## config.mk

```make
export PLATFORM = sky130hd
export DESIGN_NAME = bitcnt_sched_flat
export DESIGN_NICKNAME = d
export VERILOG_FILES = /design/src/rtl/bitcnt_sched_if.sv /design/src/rtl/bitcnt_sched.sv /design/src/flat_wrapper.sv
export SDC_FILE = /design/constraint.sdc
export NUM_CORES = 1
export LEC_CHECK = 0
export BUFFER_PORTS_ARGS = -buffer_cell sky130_fd_sc_hd__buf_2
export CORE_MARGIN = 2
export CORE_UTILIZATION = 36
export CTS_CLUSTER_SIZE = 20
export DETAILED_ROUTE_END_ITERATION = 6
export GPL_TIMING_DRIVEN = 0
export RECOVER_POWER = 50
export SYNTH_ARGS = -nofsm -noshare
export SYNTH_HDL_FRONTEND = slang
export SYNTH_SLANG_ARGS = --single-unit
```

## constraint.sdc

```tcl
create_clock -name clock -period 9.1 [get_ports clock]
set_clock_uncertainty 0.2 [all_clocks]
set_input_delay 0.455 -clock clock [delete_from_list [all_inputs] [get_ports clock]]
set_output_delay 0.455 -clock clock [all_outputs]
set_load 0.005 [all_outputs]
```

## src/rtl/bitcnt_sched_if.sv

```systemverilog
// Request/response bundle between requesting pipelines and bitcnt_sched.
// The master side drives requests and rsp_ready; the slave side is the scheduler.
interface bitcnt_sched_if #(
    parameter int NREQ = 4,
    parameter int IDW  = $clog2(NREQ)
);
    logic [NREQ-1:0]    req_valid;
    logic [NREQ-1:0]    req_ready;
    logic [NREQ*64-1:0] req_data;
    logic [NREQ*3-1:0]  req_func;
    logic               rsp_valid;
    logic               rsp_ready;
    logic [IDW-1:0]     rsp_id;
    logic [63:0]        rsp_data;
    logic               rsp_err;
    logic               busy;
    logic [31:0]        op_count;

    modport master (
        output req_valid, req_data, req_func, rsp_ready,
        input  req_ready, rsp_valid, rsp_id, rsp_data, rsp_err,
        input  busy, op_count
    );

    modport slave (
        input  req_valid, req_data, req_func, rsp_ready,
        output req_ready, rsp_valid, rsp_id, rsp_data, rsp_err,
        output busy, op_count
    );
endinterface

```

## src/rtl/bitcnt_sched.sv

```systemverilog
// Round-robin scheduler sharing one clz/ctz/popcount unit among NREQ requesters.
// Grant in IDLE, compute in EXEC, hold the tagged response in RESP.
module bitcnt_sched #(
    parameter int NREQ = 4,
    parameter int IDW  = $clog2(NREQ)
) (
    input  logic         clock,
    input  logic         reset,
    bitcnt_sched_if.slave bus
);
    typedef enum logic [1:0] {IDLE, EXEC, RESP} state_t;

    state_t          state_q;
    logic [IDW-1:0]  rr_q;
    logic [63:0]     op_data_q;
    logic [2:0]      op_func_q;
    logic [IDW-1:0]  op_id_q;
    logic            rsp_valid_q;
    logic [IDW-1:0]  rsp_id_q;
    logic [63:0]     rsp_data_q;
    logic            rsp_err_q;
    logic [31:0]     cnt_q;

    logic            gnt_vld;
    logic [IDW-1:0]  gnt_id;
    logic [NREQ-1:0] ready;
    int              idx;

    // Scan from the highest offset down so the nearest valid at/after rr_q wins.
    always_comb begin
        gnt_vld = 1'b0;
        gnt_id  = '0;
        idx     = 0;
        for (int k = NREQ - 1; k >= 0; k--) begin
            idx = int'(rr_q) + k;
            if (idx >= NREQ) idx = idx - NREQ;
            if (bus.req_valid[idx]) begin
                gnt_vld = 1'b1;
                gnt_id  = IDW'(idx);
            end
        end
    end

    always_comb begin
        ready = '0;
        if (state_q == IDLE && gnt_vld) ready[gnt_id] = 1'b1;
    end

    logic [31:0] lo;
    logic [6:0]  clz64, clz32, ctz64, ctz32, pop64, pop32, res;
    logic        illegal;
    logic [63:0] dout_data;

    always_comb begin
        lo    = op_data_q[31:0];
        clz64 = 7'd64;
        clz32 = 7'd32;
        ctz64 = 7'd64;
        ctz32 = 7'd32;
        pop64 = '0;
        pop32 = '0;
        for (int i = 0; i < 64; i++) begin
            if (op_data_q[i]) clz64 = 7'(63 - i);
            pop64 = pop64 + 7'(op_data_q[i]);
        end
        for (int i = 63; i >= 0; i--) begin
            if (op_data_q[i]) ctz64 = 7'(i);
        end
        for (int i = 0; i < 32; i++) begin
            if (lo[i]) clz32 = 7'(31 - i);
            pop32 = pop32 + 7'(lo[i]);
        end
        for (int i = 31; i >= 0; i--) begin
            if (lo[i]) ctz32 = 7'(i);
        end
        case (op_func_q)
            3'b000:  res = clz64;
            3'b001:  res = clz32;
            3'b010:  res = ctz64;
            3'b011:  res = ctz32;
            3'b100:  res = pop64;
            3'b101:  res = pop32;
            default: res = '0;
        endcase
    end

    assign illegal   = (op_func_q[2:1] == 2'b11);
    assign dout_data = {57'b0, res};

    always_ff @(posedge clock) begin
        if (reset) begin
            state_q     <= IDLE;
            rr_q        <= '0;
            op_data_q   <= '0;
            op_func_q   <= '0;
            op_id_q     <= '0;
            rsp_valid_q <= 1'b0;
            rsp_id_q    <= '0;
            rsp_data_q  <= '0;
            rsp_err_q   <= 1'b0;
            cnt_q       <= '0;
        end else begin
            unique case (state_q)
                IDLE: begin
                    if (gnt_vld) begin
                        op_data_q <= bus.req_data[64*gnt_id +: 64];
                        op_func_q <= bus.req_func[3*gnt_id +: 3];
                        op_id_q   <= gnt_id;
                        rr_q      <= (gnt_id == IDW'(NREQ - 1)) ? '0 : gnt_id + 1'b1;
                        cnt_q     <= cnt_q + 32'd1;
                        state_q   <= EXEC;
                    end
                end
                EXEC: begin
                    rsp_data_q  <= illegal ? 64'd0 : dout_data;
                    rsp_err_q   <= illegal;
                    rsp_id_q    <= op_id_q;
                    rsp_valid_q <= 1'b1;
                    state_q     <= RESP;
                end
                RESP: begin
                    if (bus.rsp_ready) begin
                        rsp_valid_q <= 1'b0;
                        state_q     <= IDLE;
                    end
                end
                default: state_q <= IDLE;
            endcase
        end
    end

    assign bus.req_ready = ready;
    assign bus.rsp_valid = rsp_valid_q;
    assign bus.rsp_id    = rsp_id_q;
    assign bus.rsp_data  = rsp_data_q;
    assign bus.rsp_err   = rsp_err_q;
    assign bus.busy      = (state_q != IDLE);
    assign bus.op_count  = cnt_q;
endmodule

```

## src/flat_wrapper.sv

```systemverilog
// flat-port wrapper written by rule: the top's interface ports become plain ports
module bitcnt_sched_flat 
#(
    parameter int NREQ = 4,
    parameter int IDW  = $clog2(NREQ)
)
  (clock, reset, bus_req_valid, bus_req_data, bus_req_func, bus_rsp_ready, bus_req_ready, bus_rsp_valid, bus_rsp_id, bus_rsp_data, bus_rsp_err, bus_busy, bus_op_count);
  bitcnt_sched_if #(.NREQ(NREQ), .IDW(IDW)) bus_i ();
  input  logic clock;
  input  logic reset;
  input wire logic [$bits(bus_i.req_valid)-1:0] bus_req_valid;
  input wire logic [$bits(bus_i.req_data)-1:0] bus_req_data;
  input wire logic [$bits(bus_i.req_func)-1:0] bus_req_func;
  input wire logic [$bits(bus_i.rsp_ready)-1:0] bus_rsp_ready;
  output wire logic [$bits(bus_i.req_ready)-1:0] bus_req_ready;
  output wire logic [$bits(bus_i.rsp_valid)-1:0] bus_rsp_valid;
  output wire logic [$bits(bus_i.rsp_id)-1:0] bus_rsp_id;
  output wire logic [$bits(bus_i.rsp_data)-1:0] bus_rsp_data;
  output wire logic [$bits(bus_i.rsp_err)-1:0] bus_rsp_err;
  output wire logic [$bits(bus_i.busy)-1:0] bus_busy;
  output wire logic [$bits(bus_i.op_count)-1:0] bus_op_count;
  assign bus_i.req_valid = bus_req_valid;
  assign bus_i.req_data = bus_req_data;
  assign bus_i.req_func = bus_req_func;
  assign bus_i.rsp_ready = bus_rsp_ready;
  assign bus_req_ready = bus_i.req_ready;
  assign bus_rsp_valid = bus_i.rsp_valid;
  assign bus_rsp_id = bus_i.rsp_id;
  assign bus_rsp_data = bus_i.rsp_data;
  assign bus_rsp_err = bus_i.rsp_err;
  assign bus_busy = bus_i.busy;
  assign bus_op_count = bus_i.op_count;
  bitcnt_sched #(.NREQ(NREQ), .IDW(IDW)) u_core (.clock(clock), .reset(reset), .bus(bus_i));
endmodule
```

# Yosys cells after proc, flatten, opt, wreduce, memory -nomap -nowiden
# Cells that the tools add are included.
[op_classes]
eq_ne = 11
n_shift = 2
add_sub_neg = 72
n_reduce_logical = 9
magnitude_cmp = 10
muxes = 227
multipliers = 1
[op_table]
columns = ["operator", "n"]
rows = [
  ["$mux W7", 129],
  ["$add A7 B1 Y7", 62],
  ["$mux W6", 64],
  ["$shiftx A256 B9 Y64", 1],
  ["$lt A32 B4 Y1 const B", 4],
  ["$mux W32", 4],
  ["$ge A32 B4 Y1 const B", 3],
  ["$sub A32 B4 Y32 const B", 3],
  ["$pmux W7 S6", 1],
  ["$add A32 B1 Y32 const B", 1],
  ["$mux W1", 14],
  ["$mux W2", 7],
  ["$shiftx A12 B5 Y3", 1],
  ["$bmux W1 S2", 4],
  ["$add A2 B2 Y3 const B", 2],
  ["$eq A2 B2 Y1 const B", 3],
  ["$eq A3 B2 Y1 const B", 2],
  ["$eq A3 B3 Y1 const B", 2],
  ["$pmux W2 S3", 1],
  ["$reduce_and A2 Y1", 3],
  ["$mul A2 B2 Y4 const A", 1],
  ["$mux W4", 1],
  ["$reduce_bool A2 Y1", 2],
  ["$sub A2 B3 Y4 const B", 1],
  ["other kinds (15)", 16],
]
[word_totals]
ff_bits = 173
out_inout_bits = 105

# Depth between registers and ports, before layout
# Gate-level depths: netlist of run 1.
[logic_depth]
depth_word = 66
ltp_mapped = 28
depth_no_buf = 28

# Worst setup path after synthesis of run 1
# Ideal clock, no wire load.
[synth_path]
path_type = "flip-flop to flip-flop"
start = "register u_core.op_data_q[28]"
end = "register u_core.rsp_data_q[6] (netlist: u_core.bus.rsp_data[6])"
t_arrival_ns = 8.325
stages_incl_launch_ff = 27
setup_ns = 0.123
path_slack_ns = 0.453
path_cell_list = "dfxtp_1 -> clkbuf_1 -> inv_1 -> fa_1 -> fa_1 -> inv_1 -> fa_1 -> inv_1 -> fa_1 -> fa_1 -> fa_1 -> fa_1 -> fa_1 -> fa_1 -> fa_1 -> fa_1 -> fa_1 -> fa_1 -> fa_1 -> fa_1 -> nor2b_1 -> o21ai_0 -> nand2b_1 -> a31oi_1 -> xnor2_1 -> a31oi_1 -> o21ai_0"
[synth_via]
elab_chain_cells = 38
elab_cells_between_ends = 103
[synth_rtl]
columns = ["item", "line", "text"]
rows = [
  ["start: declaration", "bitcnt_sched.sv:15", "logic [63:0] op_data_q;"],
  ["start signal: assignment", "bitcnt_sched.sv:106", "op_data_q <= bus.req_data[64*gnt_id +: 64];"],
  ["$add A7 B1 Y7 / $mux W7 (equally long branches) (4 in series)", "bitcnt_sched.sv:64, bitcnt_sched.sv:71, bitcnt_sched.sv:63", ""],
  ["$add A7 B1 Y7 / $mux W7 (equally long branches) (32 in series)", "bitcnt_sched.sv:64, bitcnt_sched.sv:63", ""],
  ["$pmux W7 S6 (*)", "bitcnt_sched.sv:76", "case (op_func_q)"],
  ["$mux W7 (*)", "bitcnt_sched.sv:115", "rsp_data_q <= illegal ? 64'd0 : dout_data;"],
  ["end signal: assignment", "bitcnt_sched.sv:115", ""],
  ["end: declaration", "bitcnt_sched.sv:20", "logic [63:0] rsp_data_q;"],
]
# Mark *: on every way between the ends. The rest lies on a longest branch, timed or not.
# A chain may end at the register's enable or synchronous reset.

# Final worst setup path of run 1
[layout_path]
start = "register u_core.op_data_q[1]"
end = "register u_core.rsp_data_q[1] (netlist: u_core.bus.rsp_data[1])"
[layout_via]
elab_chain_cells = 65
elab_cells_between_ends = 163
[layout_rtl]
columns = ["item", "line"]
rows = [
  ["$add A1 B1 Y2 / $mux W7 (equally long branches)", "bitcnt_sched.sv:64, bitcnt_sched.sv:71, bitcnt_sched.sv:63"],
  ["$add A7 B1 Y7 / $mux W7 (equally long branches) (30 in series)", "bitcnt_sched.sv:64, bitcnt_sched.sv:71, bitcnt_sched.sv:63"],
  ["$add A7 B1 Y7 / $mux W7 (equally long branches) (32 in series)", "bitcnt_sched.sv:64, bitcnt_sched.sv:63"],
  ["$pmux W7 S6 (*)", "bitcnt_sched.sv:76"],
  ["$mux W7 (*)", "bitcnt_sched.sv:115"],
]
# Marks and branches as above.

==> results.sh, run 1 <==
export IMPL_dieArea_um2=28700
export IMPL_cts_buffers=17
export IMPL_detailedPlacementHpwl_um=32000
export IMPL_r2r_end="u_core.bus.rsp_data[1]"
export IMPL_register_area_um2=2340
export IMPL_met1_length_um=17000
export IMPL_fin_crit_sh_pct=99.4
export IMPL_setup_ws_ns=0.0503
export IMPL_dr_pass1_iters=6
export IMPL_synthFlopType="dfxtp_1"
export IMPL_globalRouteOverflowTotal=0
export IMPL_r2r_start="u_core.op_data_q[1]"
export IMPL_avgRoutedWirePerCell_um=18.5
export IMPL_synth_edf_count=0
export IMPL_htree_levels=4
export IMPL_track_usage_pct=26.5
export IMPL_worstSetupPathType="flop to flop"
export IMPL_netlist_area_um2=9860
export IMPL_cts_root_buf="clkbuf_16"
export IMPL_cts_tree="yes"
export IMPL_status="finished clean"
export IMPL_tightest_slew_ns=1.39
export IMPL_synth_area_per_cell_um2=7.24
export IMPL_place_gp_congestion=0.946
export IMPL_grt_pass1_wl_um=58100
export IMPL_crit_required_ns=9.20
export IMPL_drtIter0Drc=822
export IMPL_avgViaCountPerCell=5.28
export IMPL_antenna_found_initial=4
export IMPL_hold_path_depth=3
export IMPL_async_flop_share_pct=0
export IMPL_cpMostUsedCell="fa_1"
export IMPL_maxUsedRoutingLayer="met5"
export IMPL_setup_viol=0
export IMPL_drive_gt1_share_pct=23.7
export IMPL_die_y_um=169
export IMPL_final_cell_area_um2=12800
export IMPL_clock_latency_ns=0.42
export IMPL_vias=11200
export IMPL_clk_path_buf_depth=2
export IMPL_critical_path_buf_inv_count=2
export IMPL_synth_top_area_share_pct=23.6
export IMPL_cap_violations=0
export IMPL_place_inst=2080
export IMPL_rsz0062_at_grt="yes"
export IMPL_reg2reg_slack_ns=0.05
export IMPL_chipWidth_um=169
export IMPL_num_io_pins=380
export IMPL_path_cells="inv_4 -> ha_4 -> inv_2 -> fa_1 -> fa_1 -> fa_1 -> fa_1 -> fa_1 -> fa_1 -> fa_2 -> fa_1 -> fa_1 -> fa_1 -> fa_1 -> fa_2 -> fa_1 -> fa_2 -> fa_2 -> mux2i_1 -> a22oi_1 -> o21ai_1 -> a21oi_1 -> o21a_1 -> a31oi_1"
export IMPL_cts_hold_buf=0
export IMPL_multi_input_area_um2=6680
export IMPL_pre_cts_ws_ns=-0.455
export IMPL_core_um2=27000
export IMPL_rows=60
export IMPL_clk_pin_slew_ns=0.06
export IMPL_drc=0
export IMPL_nets=2115
export IMPL_timing_fmax_mhz=111
export IMPL_wl_met3_um=2990
export IMPL_routed_wl_um=39300
export IMPL_cp_data_arrival_time_ns=9.15
export IMPL_slew_headroom_pct=6.21
export IMPL_hold_class="input port to flop"
export IMPL_grt_pass1_vias=10700
export IMPL_antenna_left=0
export IMPL_placed_area_um2=12100
export IMPL_netlist_top_cells_area="dfxtp_1 24%, nand2_1 11%, fa_1 10%"
export IMPL_crit_path_max_incr_delay_ns=0.59
export IMPL_cp_top_family="adder cells"
export IMPL_io_buffer_count=322
export IMPL_holdPathEnd="u_core.state_q[1]"
export IMPL_synth_seq_cells=116
export IMPL_cp_end_kind="flop"
export IMPL_slew_viol_final=0
export IMPL_critPathSlowestCell="fa_2"
export IMPL_grt_max_degree=17
export IMPL_route_met2_wl_um=18200
export IMPL_cts_sinks=116
export IMPL_hold_viol_final=0
export IMPL_worst_path_max_fanout=5
export IMPL_fill_cells=2858
export IMPL_r2r_cells=24
export IMPL_crit_start="u_core.op_data_q[1]"
export IMPL_synth_cells=1361
export IMPL_start_util_pct=36.6
export IMPL_start_kind="flop"
export IMPL_fin_cells=2117
export IMPL_hold_start="bus_rsp_ready"
export IMPL_area_delta_synth_final_pct=29.4
export IMPL_ys_seq_area_share_pct=23.6
export IMPL_synth_top_area_cell="dfxtp_1"
export IMPL_period_needed_ns=9.05
export IMPL_synth_warnings=0
export IMPL_ys_types=67
[worst max path at each step]
stage / cells after the start / endpoint
after CTS: 24 / u_core.bus.rsp_data[1]
after detailed placement: 23 / u_core.bus.rsp_data[2]
after global placement: 23 / u_core.bus.rsp_data[2]
after floorplan: 26 / u_core.bus.rsp_data[6]
after global routing: 24 / u_core.bus.rsp_data[1]
final: 24 / u_core.bus.rsp_data[1]
[layer usage]
metal,GRT usage (%),up-vias
met5,0,-
met4,8.73,4
met3,5.64,55
met2,44.2,528
met1,34.1,5163
li1,-,5430
[synth_stat cells, types with 3 or more instances]
cell,n
o211ai_1,7
or4_1,8
a31oi_1,10
buf_2,3
o311ai_0,4
inv_1,101
nor3_1,20
o22ai_1,10
o21ai_0,41
xor2_1,13
buf_4,57
o31ai_1,9
a311oi_1,5
or3_2,4
buf_1,6
nor4_1,21
o21a_1,4
a21boi_0,3
nand2b_1,8
fa_1,50
nand3b_1,4
a21o_1,3
a21oi_1,67
nor2b_1,10
ha_1,29
clkbuf_1,63
mux2i_1,13
a211oi_1,4
dfxtp_1,116
nand4_1,10
o21bai_1,3
nand3_1,140
and3_1,9
a32o_1,58
nor2_1,87
o2111ai_1,3
nand2_1,295
xnor2_1,16
a221oi_1,4
or3_1,8
[state kept, by name (all words and copies together) (netlist names)]
name	cells
u_core.bus.rsp_err	1
u_core.bus.rsp_id	2
u_core.bus.rsp_valid	1
u_core.state_q	2
u_core.bus.op_count	32
u_core.op_id_q	2
u_core.rr_q	2
u_core.op_func_q	3
u_core.bus.rsp_data	7
u_core.op_data_q	64
[stage by stage]
stage	hold slack, ns	TNS (ns)	utilization, %
after floorplan	0.232	0	-
after global placement	0.238	-1.37	44.9
after detailed placement	0.247	-1.70	44.9
after CTS	0.109	0	47.3
after global routing	0.122	-0.864	47.3
final	0.121	0	47.3
[cells in the final DEF (no fill, tap or decap), types with 10 or more instances in the layout]
master / count
clkbuf_1: 92
dfxtp_1: 109
nand4_1: 10
buf_4: 60
nor3_1: 20
fa_1: 46
a21oi_1: 66
conb_1: 57
a31oi_1: 10
clkbuf_16: 17
xnor2_1: 16
o22ai_1: 10
ha_1: 28
mux2i_1: 13
or4_1: 10
o21ai_0: 36
nand2_1: 295
a32o_1: 58
nor4_1: 21
buf_2: 296
nor2_1: 88
inv_1: 99
xor2_1: 12
nand3_1: 140
[cell type report]
type	instances	area share [%]
Clock inverter	13	1.24
Tap cell	341	3.35
Sequential cell	116	18.3
Multi-Input combinational cell	1068	52.4
Timing Repair Buffer	326	12.6
Antenna cell	3	0.0589
Clock buffer	18	3.44
Buffer	129	5.49
Inverter	103	3.05
[worst register-to-register path: cells and delay by family (launching register included)]
family | cells | cell delay [ns]
adders and majority gates | 16 | 7.60
AOI/OAI and AO/OA | 5 | 0.58
DFF | 1 | 0.40
buffers and inverters | 2 | 0.08
muxes | 1 | 0.08
[cell families after synthesis]
group	Yosys count	synth area share (%)
buffers and inverters	233	11.2
flip-flops	116	23.6
other	1	0.0380
AND/OR/NAND/NOR	638	29.4
XOR/XNOR	29	2.58
AO/OA/AOI/OAI	251	18.0
adder cells (fa/ha/maj)	79	13.8
multiplexers	14	1.43
[what timing repair did]
action                     4_1_cts  5_1_grt
gates cloned                     0        0
setup endpoints to repair        6        6
setup buffers                    2        2
gates resized for setup         10       22
pin swaps                        1        7
Power of run 1 is not shown: default switching activity piles up to over one toggle a cycle in this logic, so the estimate is an artifact.
==> run 2: changes to the inputs <==
--- a/config.mk
+++ b/config.mk
@@ -12,6 +12,7 @@
 export DETAILED_ROUTE_END_ITERATION = 6
 export GPL_TIMING_DRIVEN = 0
 export RECOVER_POWER = 50
+export SETUP_SLACK_MARGIN = 0.2
 export SYNTH_ARGS = -nofsm -noshare
 export SYNTH_HDL_FRONTEND = slang
 export SYNTH_SLANG_ARGS = --single-unit
==> run 2 against run 1 <==
Against the previous run: register-to-register slack worse by 0.02 ns; non-clock buffer count up 3; die area unchanged; critical path depth down 2; cell count up 0.14%; flip-flop and latch count unchanged; largest cell class unchanged.
==> results.sh, run 2 (synthesis results as in run 1) <==
export IMPL_status="finished clean"
export IMPL_nets=2118
export IMPL_core_um2=27000
export IMPL_cts_hold_buf=0
export IMPL_fill_cells=2866
export IMPL_hold_start="bus_rsp_ready"
export IMPL_cp_end_kind="flop"
export IMPL_clk_pin_slew_ns=0.06
export IMPL_cpMostUsedCell="fa_1"
export IMPL_final_util_pct=47.4
export IMPL_tightest_slew_ns=1.38
export IMPL_cts_buffers=17
export IMPL_clock_latency_ns=0.43
export IMPL_cap_violations=0
export IMPL_io_buffer_count=322
export IMPL_start_kind="flop"
export IMPL_vias=11200
export IMPL_hold_viol_final=0
export IMPL_timing_fmax_mhz=110
export IMPL_fin_crit_sh_pct=99.7
export IMPL_die_y_um=169
export IMPL_grt_pass1_vias=10700
export IMPL_worstSetupPathType="flop to flop"
export IMPL_grtUsageMet3_pct=6.06
export IMPL_pre_cts_ws_ns=-0.455
export IMPL_routed_wl_um=39400
export IMPL_globalRouteOverflowTotal=0
export IMPL_place_gp_congestion=0.946
export IMPL_clk_path_buf_depth=2
export IMPL_path_cells="inv_4 -> ha_4 -> inv_2 -> fa_1 -> fa_1 -> fa_1 -> fa_1 -> fa_1 -> fa_1 -> fa_2 -> fa_1 -> fa_1 -> fa_1 -> fa_1 -> fa_2 -> fa_1 -> fa_2 -> fa_2 -> xor2_1 -> o21ai_0 -> a2111oi_1 -> a311oi_1"
export IMPL_layout_commonest_cell="buf_2"
export IMPL_hold_ws_ns=0.122
export IMPL_use_met2_pct=44.3
export IMPL_use_met1_pct=34.1
export IMPL_area_delta_synth_final_pct=29.5
export IMPL_r2r_start="u_core.op_data_q[0]"
export IMPL_largest_reg_flops=64
export IMPL_cts_tree="yes"
export IMPL_dr_pass1_iters=5
export IMPL_detailedPlacementHpwl_um=32000
export IMPL_avgRoutedWirePerCell_um=18.6
export IMPL_slew_headroom_pct=7.13
export IMPL_worst_path_max_fanout=2
export IMPL_hold_class="input port to flop"
export IMPL_htree_levels=4
export IMPL_crit_path_max_incr_delay_ns=0.59
export IMPL_crit_start="u_core.op_data_q[0]"
export IMPL_drc=0
export IMPL_antenna_left=0
export IMPL_setup_viol=0
export IMPL_busiest_layer="met2"
export IMPL_final_cell_mix="296 x buf_2, 295 x nand2_1, 140 x nand3_1"
export IMPL_track_usage_pct=26.7
export IMPL_slew_viol_final=0
export IMPL_critPathSlowestCell="fa_2"
export IMPL_grt_pass1_wl_um=58500
export IMPL_rows=60
export IMPL_chipWidth_um=169
export IMPL_drive_gt1_share_pct=23.7
export IMPL_fin_cells=2120
export IMPL_place_inst=2080
export IMPL_dieArea_um2=28700
export IMPL_setup_ws_ns=0.0281
export IMPL_avgViaCountPerCell=5.28
export IMPL_num_io_pins=380
export IMPL_crit_required_ns=9.18
export IMPL_period_needed_ns=9.07
export IMPL_cts_root_buf="clkbuf_16"
export IMPL_start_util_pct=36.6
export IMPL_reg2reg_slack_ns=0.03
export IMPL_cp_data_arrival_time_ns=9.15
export IMPL_antenna_found_initial=4
export IMPL_drtIter0Drc=825
export IMPL_cts_sinks=116
export IMPL_grt_max_degree=17
export IMPL_top_register="u_core.op_data_q"
export IMPL_rsz0062_at_grt="yes"
## run 2: cell count changes in the layout (fill, tap and decap cells not counted), sizes merged
cell,delta
buf,+2
clkbuf,+1
## run 2: final cells by class
class | count | area [um2] | area share [%]
diodes | 3 | 7.51 | 0.0588
plain buffers | 130 | 714 | 5.59
clock buffers | 18 | 439 | 3.44
clock inverters | 13 | 158 | 1.23
inverters | 103 | 389 | 3.05
multi-input cells | 1068 | 6680 | 52.3
flip-flops and latches | 116 | 2330 | 18.3
well taps | 341 | 427 | 3.34
repair buffers | 328 | 1630 | 12.7
## run 2: final timing paths
| path | cells past startpoint | to |
|---|---|---|
| worst max-delay path | 22 | u_core.bus.rsp_data[2] |
| worst min-delay path | 3 | u_core.state_q[1] |
| worst max register to register | 22 | u_core.bus.rsp_data[2] |
| worst min register to register | 2 | u_core.bus.rsp_id[0] |
## run 2: worst max-delay path: cells and delay by family, from the launching register on
family / cells / cell delay, ns
AO/OA/AOI/OAI: 3 / 0.65
flip-flops: 1 / 0.39
adder cells (fa/ha/maj): 16 / 7.42
XOR/XNOR: 1 / 0.18
buffers and inverters: 2 / 0.08
## run 2: stage by stage
stage | TNS (ns) | instance area [um2]
CTS | 0 | 12800
global route | -0.797 | 12800
floorplan | 0 | 10100
detailed placement | -1.70 | 12100
global placement | -1.37 | 12100
finish | 0 | 12800
## run 2: routing by layer
metal	up-vias	part of all wire, %
met5	-	0.089
met3	56	8.1
met1	5176	43
met4	4	2.8
met2	511	46
li1	5440	-
## run 2: what timing repair did
| item | in CTS | in global routing |
|---|---|---|
| gates cloned | 0 | 0 |
| setup endpoints to repair | 7 | 7 |
| pin swaps | 8 | 5 |
| setup buffers | 5 | 1 |
| endpoints found under the hold margin | 0 | 0 |
| gates resized for setup | 23 | 8 |
Power of run 2 is left out for the same reason.
==> run 3: changes to the inputs <==
--- a/config.mk
+++ b/config.mk
@@ -5,12 +5,14 @@
 export SDC_FILE = /design/constraint.sdc
 export NUM_CORES = 1
 export LEC_CHECK = 0
-export BUFFER_PORTS_ARGS = -buffer_cell sky130_fd_sc_hd__buf_2
+export BUFFER_PORTS_ARGS = -buffer_cell sky130_fd_sc_hd__buf_4
 export CORE_MARGIN = 2
 export CORE_UTILIZATION = 36
 export CTS_CLUSTER_SIZE = 20
 export DETAILED_ROUTE_END_ITERATION = 6
 export GPL_TIMING_DRIVEN = 0
+export HOLD_SLACK_MARGIN = 0.06
+export MAX_ROUTING_LAYER = met4
 export RECOVER_POWER = 50
 export SETUP_SLACK_MARGIN = 0.2
 export SYNTH_ARGS = -nofsm -noshare
==> run 3 against run 2 <==
Against the previous run: the flow now finishes with violations (negative setup slack); die area did not move; design area increased by 6.3%; register-to-register slack worse by 0.08 ns.
==> results.sh, run 3 (synthesis results as in run 1) <==
export IMPL_status="complete, but fails checks"
export IMPL_violations="negative setup slack"
export IMPL_clk_path_buf_depth=2
export IMPL_io_buffer_count=322
export IMPL_place_gp_congestion=0.993
export IMPL_cp_end_kind="flop"
export IMPL_top_register="u_core.op_data_q"
export IMPL_track_usage_pct=28.0
export IMPL_cts_buffers=17
export IMPL_rows=60
export IMPL_globalRouteOverflowTotal=0
export IMPL_layout_commonest_cell="buf_4"
export IMPL_chipWidth_um=169
export IMPL_worst_path_max_fanout=2
export IMPL_worstSetupPathType="flop to flop"
export IMPL_die_y_um=169
export IMPL_avgViaCountPerCell=5.27
export IMPL_clock_latency_ns=0.43
export IMPL_grt_pass1_wl_um=59700
export IMPL_drive_gt1_share_pct=24.3
export IMPL_num_io_pins=380
export IMPL_dr_pass1_iters=5
export IMPL_hold_class="input port to flop"
export IMPL_cts_tree="yes"
export IMPL_grt_max_degree=17
export IMPL_timing_fmax_mhz=109
export IMPL_cts_sinks=116
export IMPL_core_um2=27000
export IMPL_drtIter0Drc=966
export IMPL_reg2reg_slack_ns=-0.05
export IMPL_tightest_slew_ns=1.38
export IMPL_final_cell_mix="339 x buf_4, 295 x nand2_1, 140 x nand3_1"
export IMPL_nets=2117
export IMPL_start_util_pct=36.6
export IMPL_hold_viol_final=0
export IMPL_cap_violations=0
export IMPL_grt_pass1_vias=10900
export IMPL_htree_levels=4
export IMPL_avgRoutedWirePerCell_um=18.8
export IMPL_detailedPlacementHpwl_um=32900
export IMPL_cts_hold_buf=0
export IMPL_routed_wl_um=39900
export IMPL_cts_root_buf="clkbuf_16"
export IMPL_slew_headroom_pct=7.09
export IMPL_cp_data_arrival_time_ns=9.24
export IMPL_antenna_left=0
export IMPL_drc=0
export IMPL_period_needed_ns=9.15
export IMPL_start_kind="flop"
export IMPL_setup_tns_final_ns=-0.0860
export IMPL_setup_ws_ns=-0.0525
export IMPL_rsz0062_at_grt="yes"
export IMPL_largest_reg_flops=64
export IMPL_n_antenna_cell=0
export IMPL_crit_required_ns=9.18
export IMPL_antenna_found_initial=0
export IMPL_slew_viol_final=0
export IMPL_dieArea_um2=28700
export IMPL_vias=11200
export IMPL_setup_viol=2
export IMPL_fin_crit_sh_pct=101
export IMPL_clk_pin_slew_ns=0.06
export IMPL_area_delta_synth_final_pct=37.6
-- run 3: changes by cell type in the layout (fill, tap and decap cells not counted), sizes merged --
cell | before | now
buf | 365 | 348
bufinv | 3 | 4
clkbuf | 111 | 127
clkinv | 5 | 3
diode | 3 | 0
inv | 104 | 106
-- run 3: path summary, 6_finish.rpt --
kind | depth (start not counted) | startpoint | to
setup / recovery | 22 | u_core.op_data_q[0] | u_core.bus.rsp_data[2]
hold / removal | 3 | bus_rsp_ready | u_core.state_q[1]
setup reg to reg | 22 | u_core.op_data_q[0] | u_core.bus.rsp_data[2]
hold reg to reg | 2 | u_core.bus.rsp_err | u_core.bus.rsp_err
-- run 3: stage by stage --
step | worst slack [ns] | cell area (um2) | hold slack [ns] | utilization (%) | instances
2_1_floorplan | 0.453 | 10100 | 0.232 | - | 1417
3_3_place_gp | -0.393 | 12900 | 0.246 | 47.9 | 2080
3_5_place_dp | -0.567 | 12900 | 0.257 | 47.9 | 2080
4_1_cts | -0.0360 | 13600 | 0.0992 | 50.6 | 2115
5_1_grt | -0.210 | 13600 | 0.121 | 50.3 | 2117
6_report | -0.0525 | 13600 | 0.110 | 50.3 | 2117
-- run 3: layout make-up --
| cell class | instances | area, um2 |
|---|---|---|
| Buffer | 130 | 716 |
| Clock buffer | 18 | 439 |
| Clock inverter | 14 | 199 |
| Fill cell | 2749 | 13400 |
| Inverter | 103 | 389 |
| Multi-Input combinational cell | 1068 | 6670 |
| Sequential cell | 116 | 2330 |
| Tap cell | 341 | 427 |
| Timing Repair Buffer | 327 | 2390 |
-- run 3: repair_timing --
action	CTS	global route
pin swaps	6	1
gates cloned	0	0
setup buffers	3	2
setup endpoints to repair	7	7
resized for setup	23	7
-- run 3: metal layers --
layer / vias up / global-route usage (%) / share of wire, %
li1: 5427 / - / -
met1: 5171 / 35.7 / 44
met2: 492 / 44.3 / 46
met5: - / - / 0
met3: 73 / 4.69 / 7.1
met4: 0 / 10.9 / 3.6
-- run 3: worst max-delay path, stage by stage, from the launching register on --
cell	delay [ns]
dfxtp_4	0.38
inv_4	0.04
ha_4	0.25
inv_2	0.03
fa_1	0.52
fa_1	0.45
fa_1	0.52
fa_1	0.44
fa_1	0.52
fa_1	0.43
fa_2	0.60
fa_1	0.45
fa_1	0.53
fa_1	0.44
fa_1	0.47
fa_2	0.59
fa_1	0.44
fa_2	0.41
fa_2	0.44
xor2_2	0.17
o21ai_1	0.09
a2111oi_1	0.43
a311oi_1	0.16
Power of run 3 is left out for the same reason.
